--- config.mk ---
export PLATFORM = sky130hd
export DESIGN_NAME = pipe_control
export DESIGN_NICKNAME = d
export VERILOG_FILES = /design/src/rtl/pipe_control.sv
export SDC_FILE = /design/constraint.sdc
export NUM_CORES = 1
export LEC_CHECK = 0
export ABC_AREA = 1
export BUFFER_PORTS_ARGS = -buffer_cell sky130_fd_sc_hd__clkbuf_2
export CORE_MARGIN = 2
export CORE_UTILIZATION = 45
export CTS_CLUSTER_SIZE = 28
export DETAILED_ROUTE_END_ITERATION = 8
export PLACE_DENSITY = 0.77
export SYNTH_ARGS = -nofsm -noshare
export SYNTH_HDL_FRONTEND = slang
export SYNTH_SLANG_ARGS = --single-unit
--- constraint.sdc ---
create_clock -name clk -period 2.92 [get_ports clk]
set_input_delay 0.146 -clock clk [delete_from_list [all_inputs] [get_ports clk]]
set_output_delay 0.146 -clock clk [all_outputs]
set_load 0.01 [all_outputs]
--- src/rtl/pipe_control.sv ---
`default_nettype none
// ============================================================================
// Module   : pipe_control
// Brief    : ID decode, ID/EX-EX/MEM-MEM/WB control pipeline, NZVC flags,
//            load-use / CBZ / B.LT hazard stall, ID branch resolve, forwarding.
// Revision : 1.0  initial release
// ============================================================================
module pipe_control #(
    parameter bit         FLAG_FWD = 1'b1,
    parameter logic [4:0] ZERO_REG = 5'd31
) (
    input  logic        clk,
    input  logic        reset,
    input  logic [31:0] instr,
    input  logic        instr_valid,
    input  logic        id_cbz_zero,
    input  logic        ex_n,
    input  logic        ex_z,
    input  logic        ex_v,
    input  logic        ex_c,
    output logic        reg2loc,
    output logic        br_taken,
    output logic        uncond_br,
    output logic        stall,
    output logic        flush,
    output logic [2:0]  ex_alu_op,
    output logic [1:0]  ex_alu_src,
    output logic        ex_is_movz,
    output logic        ex_set_flag,
    output logic [1:0]  fwd_a,
    output logic [1:0]  fwd_b,
    output logic        mem_write,
    output logic        mem_read,
    output logic        mem_ze,
    output logic [3:0]  mem_xfer_size,
    output logic        wb_reg_write,
    output logic        wb_mem_to_reg,
    output logic [4:0]  wb_rd,
    output logic        flag_n,
    output logic        flag_z,
    output logic        flag_v,
    output logic        flag_c
);

    typedef struct packed {
        logic [2:0] alu_op;
        logic [1:0] alu_src;
        logic       is_movz;
        logic       set_flag;
        logic       mem_write;
        logic       mem_read;
        logic       mem_ze;
        logic [3:0] xfer;
        logic       reg_write;
        logic       mem_to_reg;
    } ctrl_t;

    ctrl_t      dec;
    logic       use_rn;
    logic       use_r2;
    logic       is_b;
    logic       is_blt;
    logic       is_cbz;
    logic [4:0] id_rd;
    logic [4:0] id_rn;
    logic [4:0] id_r2;
    logic [4:0] src_rn;
    logic [4:0] src_r2;
    logic       load_use;
    logic       cbz_haz;
    logic       blt_stall;
    logic       blt_cond;
    logic       unused_bits;

    ctrl_t      ex_ctl;
    logic [4:0] ex_rd;
    logic [4:0] ex_rn;
    logic [4:0] ex_r2;
    logic       mem_reg_write;
    logic       mem_to_reg_m;
    logic [4:0] mem_rd;

    assign id_rd       = instr[4:0];
    assign id_rn       = instr[9:5];
    assign unused_bits = ^instr[15:10];

    always_comb begin
        dec     = '0;
        reg2loc = 1'b0;
        use_rn  = 1'b0;
        use_r2  = 1'b0;
        is_b    = 1'b0;
        is_blt  = 1'b0;
        is_cbz  = 1'b0;
        if (instr_valid) begin
            casez (instr[31:21])
                11'b1001000100?: begin  // ADDI
                    dec.alu_op = 3'b010; dec.alu_src = 2'b10; dec.reg_write = 1'b1;
                    use_rn = 1'b1;
                end
                11'b10101011000: begin  // ADDS
                    dec.alu_op = 3'b010; dec.set_flag = 1'b1; reg2loc = 1'b1;
                    use_rn = 1'b1; use_r2 = 1'b1;
                end
                11'b11101011000: begin  // SUBS
                    dec.alu_op = 3'b011; dec.set_flag = 1'b1; reg2loc = 1'b1;
                    use_rn = 1'b1; use_r2 = 1'b1;
                end
                11'b11111000010, 11'b00111000010: begin  // LDUR / LDURB
                    dec.alu_op = 3'b010; dec.alu_src = 2'b01;
                    dec.mem_read = 1'b1; dec.mem_to_reg = 1'b1; dec.reg_write = 1'b1;
                    dec.xfer   = instr[31] ? 4'b1000 : 4'b0001;
                    dec.mem_ze = ~instr[31];
                    use_rn = 1'b1;
                end
                11'b11111000000, 11'b00111000000: begin  // STUR / STURB
                    dec.alu_op = 3'b010; dec.alu_src = 2'b01; dec.mem_write = 1'b1;
                    dec.xfer   = instr[31] ? 4'b1000 : 4'b0001;
                    use_rn = 1'b1; use_r2 = 1'b1;
                end
                11'b110100101??: begin  // MOVZ
                    dec.alu_src = 2'b11; dec.is_movz = 1'b1; dec.reg_write = 1'b1;
                end
                11'b111100101??: begin  // MOVK keeps the old Rd bits
                    dec.alu_src = 2'b11; dec.reg_write = 1'b1;
                    use_r2 = 1'b1;
                end
                11'b000101?????: is_b   = 1'b1;
                11'b01010100???: is_blt = (instr[4:0] == 5'b01011);
                11'b10110100???: begin
                    is_cbz = 1'b1;
                    use_r2 = 1'b1;
                end
                default: ;
            endcase
        end
    end

    // Unused sources collapse onto the zero register so they never match.
    assign id_r2  = reg2loc ? instr[20:16] : id_rd;
    assign src_rn = use_rn ? id_rn : ZERO_REG;
    assign src_r2 = use_r2 ? id_r2 : ZERO_REG;

    assign load_use  = ex_ctl.mem_read && (ex_rd != ZERO_REG) &&
                       ((src_rn == ex_rd) || (src_r2 == ex_rd));
    assign cbz_haz   = is_cbz && (id_rd != ZERO_REG) &&
                       ((ex_ctl.reg_write && (ex_rd == id_rd)) ||
                        (mem_read && (mem_rd == id_rd)));
    assign blt_stall = is_blt && ex_ctl.set_flag && !FLAG_FWD;
    assign blt_cond  = (ex_ctl.set_flag && FLAG_FWD) ? (ex_n ^ ex_v) : (flag_n ^ flag_v);

    assign stall     = load_use | cbz_haz | blt_stall;
    assign uncond_br = is_b;
    assign br_taken  = !stall && (is_b || (is_blt && blt_cond) || (is_cbz && id_cbz_zero));
    assign flush     = br_taken & ~stall;

    assign ex_alu_op   = ex_ctl.alu_op;
    assign ex_alu_src  = ex_ctl.alu_src;
    assign ex_is_movz  = ex_ctl.is_movz;
    assign ex_set_flag = ex_ctl.set_flag;

    function automatic logic [1:0] fwd_sel(
        input logic [4:0] src,
        input logic       m_we,
        input logic [4:0] m_rd,
        input logic       w_we,
        input logic [4:0] w_rd
    );
        if (src == ZERO_REG)             return 2'b00;
        else if (m_we && (m_rd == src))  return 2'b01;
        else if (w_we && (w_rd == src))  return 2'b10;
        else                             return 2'b00;
    endfunction

    assign fwd_a = fwd_sel(ex_rn, mem_reg_write, mem_rd, wb_reg_write, wb_rd);
    assign fwd_b = fwd_sel(ex_r2, mem_reg_write, mem_rd, wb_reg_write, wb_rd);

    always_ff @(posedge clk) begin
        if (reset) begin
            ex_ctl        <= '0;
            ex_rd         <= '0;
            ex_rn         <= ZERO_REG;
            ex_r2         <= ZERO_REG;
            mem_write     <= 1'b0;
            mem_read      <= 1'b0;
            mem_ze        <= 1'b0;
            mem_xfer_size <= '0;
            mem_reg_write <= 1'b0;
            mem_to_reg_m  <= 1'b0;
            mem_rd        <= '0;
            wb_reg_write  <= 1'b0;
            wb_mem_to_reg <= 1'b0;
            wb_rd         <= '0;
            flag_n        <= 1'b0;
            flag_z        <= 1'b0;
            flag_v        <= 1'b0;
            flag_c        <= 1'b0;
        end else begin
            if (stall) begin
                ex_ctl <= '0;
                ex_rd  <= '0;
                ex_rn  <= ZERO_REG;
                ex_r2  <= ZERO_REG;
            end else begin
                ex_ctl <= dec;
                ex_rd  <= id_rd;
                ex_rn  <= src_rn;
                ex_r2  <= src_r2;
            end
            mem_write     <= ex_ctl.mem_write;
            mem_read      <= ex_ctl.mem_read;
            mem_ze        <= ex_ctl.mem_ze;
            mem_xfer_size <= ex_ctl.xfer;
            mem_reg_write <= ex_ctl.reg_write;
            mem_to_reg_m  <= ex_ctl.mem_to_reg;
            mem_rd        <= ex_rd;
            wb_reg_write  <= mem_reg_write;
            wb_mem_to_reg <= mem_to_reg_m;
            wb_rd         <= mem_rd;
            if (ex_ctl.set_flag) begin
                flag_n <= ex_n;
                flag_z <= ex_z;
                flag_v <= ex_v;
                flag_c <= ex_c;
            end
        end
    end

endmodule
`default_nettype wire

==> metrics.txt <==
status finished clean; max_slew headroom 64.3%; final std cell area, no fill 3220 um^2; drt first pass iters 5; Starting Density 46.8%; CTS root buf clkbuf_8; Top delay family on crit path simple AND/OR/NAND/NOR gates; sequential area share after synthesis 35.2%; FMAX 0.397 GHz; Ports 74; Distinct cells, synth 34; Total Routed Length 7010 um; worst path buffer plus inverter count 5; skew final 0.0104 ns; RSZ-0062 raised after global routing no; setup_tns 0 ns; Post-route DRC 0; Largest Register ex_ctl; Sw Share 25.8%; Leak 1.60 nW; clock sinks 49; postcts setup bufs 0; Yosys top cell area share 35.2%; warnings from Yosys 0; area leader, netlist dfxtp_1; Combinational Power Share 10.6%; number of flip-flops under the largest register name 6; CTS Buf Count 5; Die X 82.7 um; final worst slack 0.402 ns; endpoints failing setup 0; fraction of registers with async set or reset after synthesis 0%; Max clock buf depth 2; CTS tree built; Clk pwr share 37.3%; first-pass GRT wire length 11600 um; Tmin final 2.52 ns; Final Slew Violations 0; cts hold-fix bufs 0; Crit Path Category in -> out; Die Area 6850 um^2; Via density 5.17; Fill cells 608; maximum capacitance violations 0; synthesized area 2790 um^2; die height 82.7 um; number of antenna diodes 0; Post-synth EDFFs 0; Final Hold Vio Count 0; CP peak stage delay 0.27 ns; Cells after DPL 539; H-tree depth 2; clock-pin slew of the registers on the worst-case setup and hold paths 0.09 ns; # port buffers 64; gpl congestion 0.922; CP Launch Type input port; Total GRT Usage 22.0%; critical-path cell list clkbuf_2 -> inv_1 -> nor2_1 -> nand3_2 -> nand2_2 -> inv_2 -> nand2_2 -> nand2_1 -> clkinv_1 -> nand2_1 -> nand2_1 -> nor2_1 -> nand2_2 -> nand2_4 -> nand2_4 -> nand2_4 -> nor2_1 -> clkbuf_2; Main synth FF type dfxtp_1; layout cells sized above 1 22.0%; Crit. End Element output pin; Reg power frac 52.1%; PostCTS Resize Cnt 0; Area after DPL 3100 um^2; floorplan row count 28; post-DP HPWL 5530 um; Fin Hold WS 0.0659 ns; top cells by area in the synthesized netlist dfxtp_1 (35%), nand2_1 (10%), inv_1 (8.9%); CP required 2.77 ns; Post-Synthesis Cells 412; DRT iter0 DRCs 128; Skew-Pair Late Insertion Delay 0.31 ns; P_int 0.979 mW; CP Max Fanout 13; final period utilization 86.2%; worst-margin pin slew 0.533 ns; Routed Antenna Nets 0; Psw 0.340 mW; total grt overflow 0; nets 511; number of global-route vias before repair 2595; maximum vdd drop 201 uV; slowest cell on the critical path nand3_2; WL per Instance 12.8 um; cell area power density 410 nW/um^2; post-synthesis register bit count 49; top cell types by occurrence after synthesis nand2_1 (78), inv_1 (66), nor2_1 (66); Core ar. 5960 um^2; pre-CTS setup slack 0.411 ns; Area Overhead vs Synth 15.3%; top-count cell post-synth nand2_1; Non-Filler Instances 547; Hold Crit Class in -> reg; via count 2827; Syn Area/Cell 6.77 um^2; Worst Path Arrival 2.37 ns; antenna violations before repair 0; largest net degree at the start of global routing 23
-- layout make-up --
type / instances / area [um^2] / share of cell area [%]
multi-input combinational: 280 / 1440 / 44.8
sequential: 49 / 981 / 30.5
timing repair buffer: 64 / 320 / 9.96
inverter: 71 / 267 / 8.28
tap: 75 / 93.8 / 2.92
clock buffer: 5 / 68.8 / 2.14
clock inverter: 3 / 43.8 / 1.36
-- tightest hold or removal path: cells and delay by family --
kind,cells,cell delay (ns)
and+or+nand+nor,2,0.12
buffers and inverters,1,0.08
-- routing by layer --
layer	global-route usage [%]	wire length, um	vias to the layer above
met5	0	0	-
met4	7.38	116	0
met3	3.70	446	17
met2	38.6	3380	114
met1	27.3	3070	1274
li1	-	-	1422
-- metrics by stage --
stage / util (%) / power [mW]
4_1_cts: 54.0 / 1.32
6_report: 54.0 / 1.32
5_1_grt: 54.0 / 1.37
2_1_floorplan: - / 0.786
3_3_place_gp: 52.1 / 0.836
3_5_place_dp: 52.1 / 0.839
-- power by group through the flow --
stage / Combinational (mW) / Sequential [mW] / Clock [mW]
detailed placement: 0.136 / 0.703 / 0
finish: 0.139 / 0.688 / 0.492
global route: 0.156 / 0.689 / 0.525
floorplan: 0.0855 / 0.701 / 0
global placement: 0.133 / 0.703 / 0
CTS: 0.137 / 0.688 / 0.495
-- worst paths after layout --
| kind | start | to | slack [ns] | cells after the start |
|---|---|---|---|---|
| max | instr_valid | br_taken | 0.40 | 18 |
| min reg2reg | ex_ctl[6] | mem_ze | 0.41 | 2 |
| max reg2reg | ex_rd[1] | ex_rd[3] | 1.01 | 9 |
| min | ex_c | flag_c | 0.07 | 3 |
-- logic make-up (layout without fill, tap and decap cells) --
family | after synthesis | count (layout) | share of synthesized area, %
AO/OA/AOI/OAI | 38 | 38 | 9.28
XOR/XNOR | 13 | 13 | 4.08
buffers and inverters | 85 | 143 | 13.4
flip-flops | 49 | 49 | 35.2
other | 1 | 3 | 0.134
AND/OR/NAND/NOR | 226 | 226 | 37.9
-- cell usage in the layout, fill, tap and decap left out --
cell type | netlist | routed
a211oi_1 | 1 | 1
a21oi_1 | 9 | 9
a21oi_4 | 1 | 1
a221oi_1 | 4 | 4
a31oi_1 | 1 | 1
bufinv_16 | 0 | 1
clkbuf_2 | 0 | 64
clkbuf_8 | 1 | 5
clkinv_1 | 2 | 2
clkinv_2 | 0 | 1
conb_1 | 1 | 3
dfxtp_1 | 49 | 49
inv_1 | 66 | 66
inv_2 | 3 | 3
inv_6 | 0 | 1
nand2_1 | 78 | 78
nand2_2 | 5 | 5
nand2_4 | 4 | 4
nand3_1 | 28 | 28
nand3_2 | 3 | 3
nand4_1 | 13 | 13
nand4_2 | 1 | 1
nor2_1 | 66 | 66
nor2_2 | 11 | 11
nor2_4 | 2 | 2
nor3_1 | 6 | 6
nor4_1 | 7 | 7
o2111ai_1 | 5 | 5
o211ai_2 | 1 | 1
o21ai_0 | 8 | 8
o21ai_2 | 1 | 1
o22ai_1 | 7 | 7
or2_1 | 2 | 2
xnor2_1 | 4 | 4
xor2_1 | 9 | 9
No activity file was read; power rests on OpenSTA's default activity.
